**src/rtl/operand_sequencer_pkg.sv**
```systemverilog
// Shared definitions for the byte-serial operand sequencer: state encoding,
// default byte counts and counter-width helpers.
package operand_sequencer_pkg;

  typedef enum logic [1:0] {
    ST_LOAD   = 2'd0,
    ST_ISSUE  = 2'd1,
    ST_WAIT   = 2'd2,
    ST_UNLOAD = 2'd3
  } seq_state_e;

  localparam int WAIT_CNT_W         = 4;
  localparam int DEF_LOG2_BYTES_IN  = 3;
  localparam int DEF_LOG2_BYTES_OUT = 2;
  localparam int BYTES_IN           = 1 << DEF_LOG2_BYTES_IN;
  localparam int BYTES_OUT          = 1 << DEF_LOG2_BYTES_OUT;

  function automatic int bytes_of(input int log2_bytes);
    return 1 << log2_bytes;
  endfunction

  // A single-byte stream still needs a one-bit counter to stay legal.
  function automatic int cnt_width(input int log2_bytes);
    return (log2_bytes > 0) ? log2_bytes : 1;
  endfunction

endpackage

```
**src/rtl/operand_sequencer_byte_unpacker.sv**
```systemverilog
// Result register plus byte-select mux; drives zero whenever the stream is idle.
module byte_unpacker
  import operand_sequencer_pkg::*;
#(
  parameter int LOG2_BYTES = 2
) (
  input  logic                                clk,
  input  logic                                rst_n,
  input  logic                                capture,
  input  logic [(1 << LOG2_BYTES)*8-1:0]      result_in,
  input  logic [cnt_width(LOG2_BYTES)-1:0]    sel,
  input  logic                                enable,
  output logic [7:0]                          byte_out
);

  localparam int NB    = bytes_of(LOG2_BYTES);
  localparam int CNT_W = cnt_width(LOG2_BYTES);

  logic [NB*8-1:0] result_q;
  logic [7:0]      sel_byte;

  always_ff @(posedge clk or negedge rst_n) begin
    if (!rst_n) begin
      result_q <= '0;
    end else if (capture) begin
      result_q <= result_in;
    end
  end

  always_comb begin
    sel_byte = '0;
    for (int i = 0; i < NB; i++) begin
      if (sel == CNT_W'(i)) begin
        sel_byte = result_q[i*8 +: 8];
      end
    end
    byte_out = enable ? sel_byte : 8'h00;
  end

endmodule

```
**src/rtl/operand_sequencer.sv**
```systemverilog
// Byte-serial sequencer for the shared test datapath: gathers operand bytes,
// pulses dp_start, waits a fixed latency, then streams the result bytes out.
module operand_sequencer
  import operand_sequencer_pkg::*;
#(
  parameter int LOG2_BYTES_IN  = 3,
  parameter int LOG2_BYTES_OUT = 2,
  parameter int LATENCY        = 1
) (
  input  logic                                   clk,
  input  logic                                   rst_n,
  input  logic                                   flush,
  input  logic                                   in_valid,
  output logic                                   in_ready,
  input  logic [7:0]                             in_data,
  output logic [(1 << LOG2_BYTES_IN)*8-1:0]      dp_operands,
  output logic                                   dp_start,
  input  logic [(1 << LOG2_BYTES_OUT)*8-1:0]     dp_result,
  output logic                                   out_valid,
  input  logic                                   out_ready,
  output logic [7:0]                             out_data,
  output logic                                   busy
);

  localparam int NB_IN     = bytes_of(LOG2_BYTES_IN);
  localparam int NB_OUT    = bytes_of(LOG2_BYTES_OUT);
  localparam int IN_CNT_W  = cnt_width(LOG2_BYTES_IN);
  localparam int OUT_CNT_W = cnt_width(LOG2_BYTES_OUT);

  localparam logic [IN_CNT_W-1:0]   IN_LAST    = IN_CNT_W'(NB_IN - 1);
  localparam logic [OUT_CNT_W-1:0]  OUT_LAST   = OUT_CNT_W'(NB_OUT - 1);
  localparam logic [WAIT_CNT_W-1:0] WAIT_RELOAD = WAIT_CNT_W'(LATENCY - 1);

  seq_state_e              state_q, state_d;
  logic [IN_CNT_W-1:0]     in_cnt_q, in_cnt_d;
  logic [OUT_CNT_W-1:0]    out_cnt_q, out_cnt_d;
  logic [WAIT_CNT_W-1:0]   wait_cnt_q, wait_cnt_d;
  logic [NB_IN*8-1:0]      operand_q;
  logic                    load_we;
  logic                    capture;

  always_ff @(posedge clk or negedge rst_n) begin
    if (!rst_n) begin
      state_q    <= ST_LOAD;
      in_cnt_q   <= '0;
      out_cnt_q  <= '0;
      wait_cnt_q <= '0;
    end else begin
      state_q    <= state_d;
      in_cnt_q   <= in_cnt_d;
      out_cnt_q  <= out_cnt_d;
      wait_cnt_q <= wait_cnt_d;
    end
  end

  // flush overrides every transition and suppresses both the load and the capture.
  always_comb begin
    state_d    = state_q;
    in_cnt_d   = in_cnt_q;
    out_cnt_d  = out_cnt_q;
    wait_cnt_d = wait_cnt_q;
    load_we    = 1'b0;
    capture    = 1'b0;
    if (flush) begin
      state_d    = ST_LOAD;
      in_cnt_d   = '0;
      out_cnt_d  = '0;
      wait_cnt_d = '0;
    end else begin
      case (state_q)
        ST_LOAD: begin
          if (in_valid) begin
            load_we = 1'b1;
            if (in_cnt_q == IN_LAST) begin
              in_cnt_d = '0;
              state_d  = ST_ISSUE;
            end else begin
              in_cnt_d = in_cnt_q + IN_CNT_W'(1);
            end
          end
        end
        ST_ISSUE: begin
          wait_cnt_d = WAIT_RELOAD;
          state_d    = ST_WAIT;
        end
        ST_WAIT: begin
          if (wait_cnt_q == '0) begin
            capture = 1'b1;
            state_d = ST_UNLOAD;
          end else begin
            wait_cnt_d = wait_cnt_q - WAIT_CNT_W'(1);
          end
        end
        ST_UNLOAD: begin
          if (out_ready) begin
            if (out_cnt_q == OUT_LAST) begin
              out_cnt_d = '0;
              state_d   = ST_LOAD;
            end else begin
              out_cnt_d = out_cnt_q + OUT_CNT_W'(1);
            end
          end
        end
        default: state_d = ST_LOAD;
      endcase
    end
  end

  // Operand register stays put after ISSUE so the datapath may sample it any time in WAIT.
  always_ff @(posedge clk or negedge rst_n) begin
    if (!rst_n) begin
      operand_q <= '0;
    end else begin
      for (int i = 0; i < NB_IN; i++) begin
        if (load_we && (in_cnt_q == IN_CNT_W'(i))) begin
          operand_q[i*8 +: 8] <= in_data;
        end
      end
    end
  end

  assign dp_operands = operand_q;
  assign in_ready    = (state_q == ST_LOAD);
  assign dp_start    = (state_q == ST_ISSUE);
  assign out_valid   = (state_q == ST_UNLOAD);
  assign busy        = (state_q != ST_LOAD);

  byte_unpacker #(
    .LOG2_BYTES (LOG2_BYTES_OUT)
  ) u_unpacker (
    .clk       (clk),
    .rst_n     (rst_n),
    .capture   (capture),
    .result_in (dp_result),
    .sel       (out_cnt_q),
    .enable    (out_valid),
    .byte_out  (out_data)
  );

endmodule

```
**config.mk**
```make
export PLATFORM = sky130hd
export DESIGN_NAME = operand_sequencer
export DESIGN_NICKNAME = d
export VERILOG_FILES = /design/src/rtl/operand_sequencer_pkg.sv /design/src/rtl/operand_sequencer_byte_unpacker.sv /design/src/rtl/operand_sequencer.sv
export SDC_FILE = /design/constraint.sdc
export NUM_CORES = 1
export LEC_CHECK = 0
export CORE_UTILIZATION = 40
export DETAILED_ROUTE_END_ITERATION = 10
export DONT_BUFFER_PORTS = 1
export PLACE_DENSITY = 0.54
export SYNTH_ARGS = -nofsm -noshare
export SYNTH_HDL_FRONTEND = slang
export SYNTH_SLANG_ARGS = --single-unit
```
**constraint.sdc**
```tcl
create_clock -name clk -period 2.4 [get_ports clk]
set_clock_uncertainty 0.05 [all_clocks]
set_input_delay 0.24 -clock clk [delete_from_list [all_inputs] [get_ports clk]]
set_output_delay 0.24 -clock clk [all_outputs]
set_load 0.02 [all_outputs]
```
==> flow_metrics.env <==
export IMPL_run_status="finished with violations"
export IMPL_failing_checks="negative hold slack"
export IMPL_ant_nets=0
export IMPL_end_kind="output port"
export IMPL_number_of_placed_i_o_pins=121
export IMPL_synth_edf_count=0
export IMPL_per_cell_via_count_in_the_routed_design=5.24
export IMPL_coreArea_sq_um=11500
export IMPL_ys_seq_area_frac=0.568
export IMPL_postSynth_asyncResetShare=1.00
export IMPL_syn_mean_instance_area_sq_um=13.5
export IMPL_mostFrequentLayoutCell="dfrtp_1"
export IMPL_count_of_antenna_diodes_in_the_layout=0
export IMPL_place_detailed_hpwl_microns=6990
export IMPL_yosys_area_top_type_share=0.568
export IMPL_final_core_util=0.504
export IMPL_sink_count=107
export IMPL_die_area_sq_um=12200
export IMPL_layout_worst_path_cycle_share=0.945
export IMPL_totalPowerFinal_uw=6050
export IMPL_cts_tree="built"
export IMPL_syn_area_sq_um=4710
export IMPL_share_of_post_route_cells_with_drive_strength_above_1=0.344
export IMPL_avgRoutedWirePerCell_microns=19.1
export IMPL_port_buffers=0
export IMPL_starting_utilization_of_the_core_area=0.411
export IMPL_cap_viol_max_count=0
export IMPL_timing_worst_slew_pin_value_ns=0.487
export IMPL_holdBufCountCts=42
export IMPL_cts_htree_levels=3
export IMPL_area_growth_synth_to_final_pct=22.7
export IMPL_wirelength_microns=10600
export IMPL_worst_hold_path_type="input port to asynchronous set/reset pin"
export IMPL_grt_usage=0.185
export IMPL_synth_seq_cells=107
export IMPL_tritoncts_num_buffers=9
export IMPL_first_global_vias=3172
export IMPL_dr_total_vias=2914
export IMPL_die_w_microns=111
export IMPL_clock_latency_ns=0.35
export IMPL_pre_antenna_drt_iters=4
export IMPL_clkPwrFrac=0.261
export IMPL_placementRows=39
export IMPL_initial_antenna_violation_count=0
export IMPL_seq_power_share=0.574
export IMPL_drv_slew=0
export IMPL_cts_root_buf="clkbuf_16"
export IMPL_power_switching_share=0.326
export IMPL_top_ff_cell_synth="dfrtp_1"
export IMPL_finalSetupViolations=0
export IMPL_netSwitchingPower_uw=1970
export IMPL_grt_overflow=0
export IMPL_maxSlewHeadroom=0.675
export IMPL_timing_critical_path_required_ns=2.11
export IMPL_mostFrequentLayoutCells="dfrtp_1, mux2_2, dlygate4sd3_1"
export IMPL_yosys_top_cells_area="dfrtp_1, mux2_2, ha_1"
export IMPL_timing_final_crit_period_ns=2.27
export IMPL_yosysWarnings=0
export IMPL_chipHeight_microns=111
export IMPL_clock_fmax_mhz=441
export IMPL_cp_max_fanout=16
export IMPL_critPathArrivalTime_ns=1.98
export IMPL_grt_first_pass_wirelength_microns=17300
export IMPL_netlist_instances=350
export IMPL_max_clock_path_buffers=2
export IMPL_worst_setup_hold_path_clk_slew_ns=0.07
export IMPL_power_internal_uw=4070
export IMPL_ir_worst_vdd_uv=580
export IMPL_comb_power_share=0.165
export IMPL_timing_hold_ws_ns=-0.467
export IMPL_number_of_nets_in_the_synthesized_netlist=411
export IMPL_power_per_cell_area_nw_per_um2=1050
export IMPL_startpoint_type="register"
export IMPL_synth_area_leader_cell="dfrtp_1"
export IMPL_nets=471
export IMPL_fillCellCount=1023
export IMPL_finalHoldViolCount=107
export IMPL_number_of_design_rule_violations_left_after_detail_routing=0
export IMPL_drt_iter0_drc=99
export IMPL_largest_net_degree_at_the_start_of_global_routing=108
export IMPL_synth_cell_type_count=30
export IMPL_power_leakage_uw=0.00260
export IMPL_crit_type="register to output port"
export IMPL_gp_routability_congestion=0.794
## power by group through the flow
stage               combinational (uW)  sequential (uW)  clock (uW)
floorplan                          821             3340           0
global placement                   902             3500           0
detailed placement                 943             3510           0
CTS                               1010             3490        1640
global route                      1100             3570        1690
finish                             996             3470        1580
## kinds of logic (layout without fill, tap and decap cells)
family | Yosys count | after routing | share of synthesized area
flip-flops | 107 | 107 | 0.568
multiplexers | 100 | 100 | 0.238
AND/OR/NAND/NOR | 52 | 52 | 0.0613
AO/OA/AOI/OAI | 39 | 39 | 0.0589
buffers and inverters | 35 | 98 | 0.0292
adder cells (fa/ha/maj) | 16 | 16 | 0.0425
XOR/XNOR | 1 | 1 | 0.00186
## flip-flops by register name, summed over array words and instances, names as in the netlist
signal and flops:
dp_operands 64, out_cnt_q 2, wait_cnt_q 4, in_cnt_q 3, state_q 2, u_unpacker.result_q 32
## final timing paths
kind / start / to / slack [ns] / cells past startpoint
min reg2reg: u_unpacker.result_q[2]$_DFFE_PN0P_ / u_unpacker.result_q[2]$_DFFE_PN0P_ / 0.46 / 1
min in group clk: flush / state_q[1]$_DFFE_PN0P_ / 0.02 / 2
max: out_cnt_q[1]$_DFFE_PN0P_ / out_data[7] / 0.13 / 6
min: rst_n / u_unpacker.result_q[17]$_DFFE_PN0P_ / -0.47 / 0
max in group asynchronous: rst_n / out_cnt_q[0]$_DFFE_PN0P_ / 2.60 / 0
max reg2reg: wait_cnt_q[0]$_DFFE_PN0P_ / state_q[0]$_DFFE_PN0P_ / 0.24 / 5
## critical path: stages, from the launching register on
cell and delay, ns:
dfrtp_1 0.43, inv_1 0.13, ha_4 0.24, nand3b_1 0.17, a221o_1 0.30, a21boi_0 0.19, buf_4 0.18
## per-stage QoR
stage | setup TNS [ns] | hold slack (ns) | cell area, sq um | cells | setup WS [ns]
2_1_floorplan | 0 | -0.106 | 4710 | 350 | 0.130
3_3_place_gp | 0 | -0.103 | 5010 | 500 | 0.335
3_5_place_dp | 0 | -0.103 | 5010 | 500 | 0.246
4_1_cts | 0 | -0.487 | 5750 | 556 | 0.0445
5_1_grt | -0.00837 | -0.486 | 5780 | 556 | -0.00603
6_report | 0 | -0.467 | 5780 | 556 | 0.133
## per-layer routing
| metal | vias up | wire length [microns] | GRT usage | share of wire |
|---|---|---|---|---|
| met5 | - | 0 | 0 | 0 |
| met4 | 0 | 201 | 0.0800 | 0.019 |
| met2 | 85 | 5160 | 0.300 | 0.49 |
| met3 | 12 | 785 | 0.0637 | 0.074 |
| met1 | 1472 | 4460 | 0.222 | 0.42 |
| li1 | 1345 | - | - | - |
## repair_timing
| action | CTS | global route |
|---|---|---|
| endpoints found under the hold margin | 212 | 107 |
| endpoints found under the setup margin | 8 | 8 |
| gates resized for setup | 2 | 5 |
| buffers inserted | 0 | 0 |
## cell type report
cell class              instances  area, sq um  area share
well taps                     143          179      0.0309
inverters                      20         75.1      0.0130
clock inverters                 5         88.8      0.0154
repair buffers                 64          598       0.103
clock buffers                   9          225      0.0389
flip-flops and latches        107         2680       0.463
multi-input cells             208         1940       0.335
## cell usage after synthesis, types with 3 or more instances
cell / instances
mux2_2: 97
nand3b_1: 10
nand2b_1: 5
inv_1: 20
nor3_2: 3
clkbuf_1: 9
a221o_1: 8
buf_2: 5
a21boi_0: 8
a21oi_1: 14
a211oi_1: 3
nand2_1: 15
nor2_1: 12
ha_1: 16
dfrtp_1: 107
(Power assumes the default switching activity.)
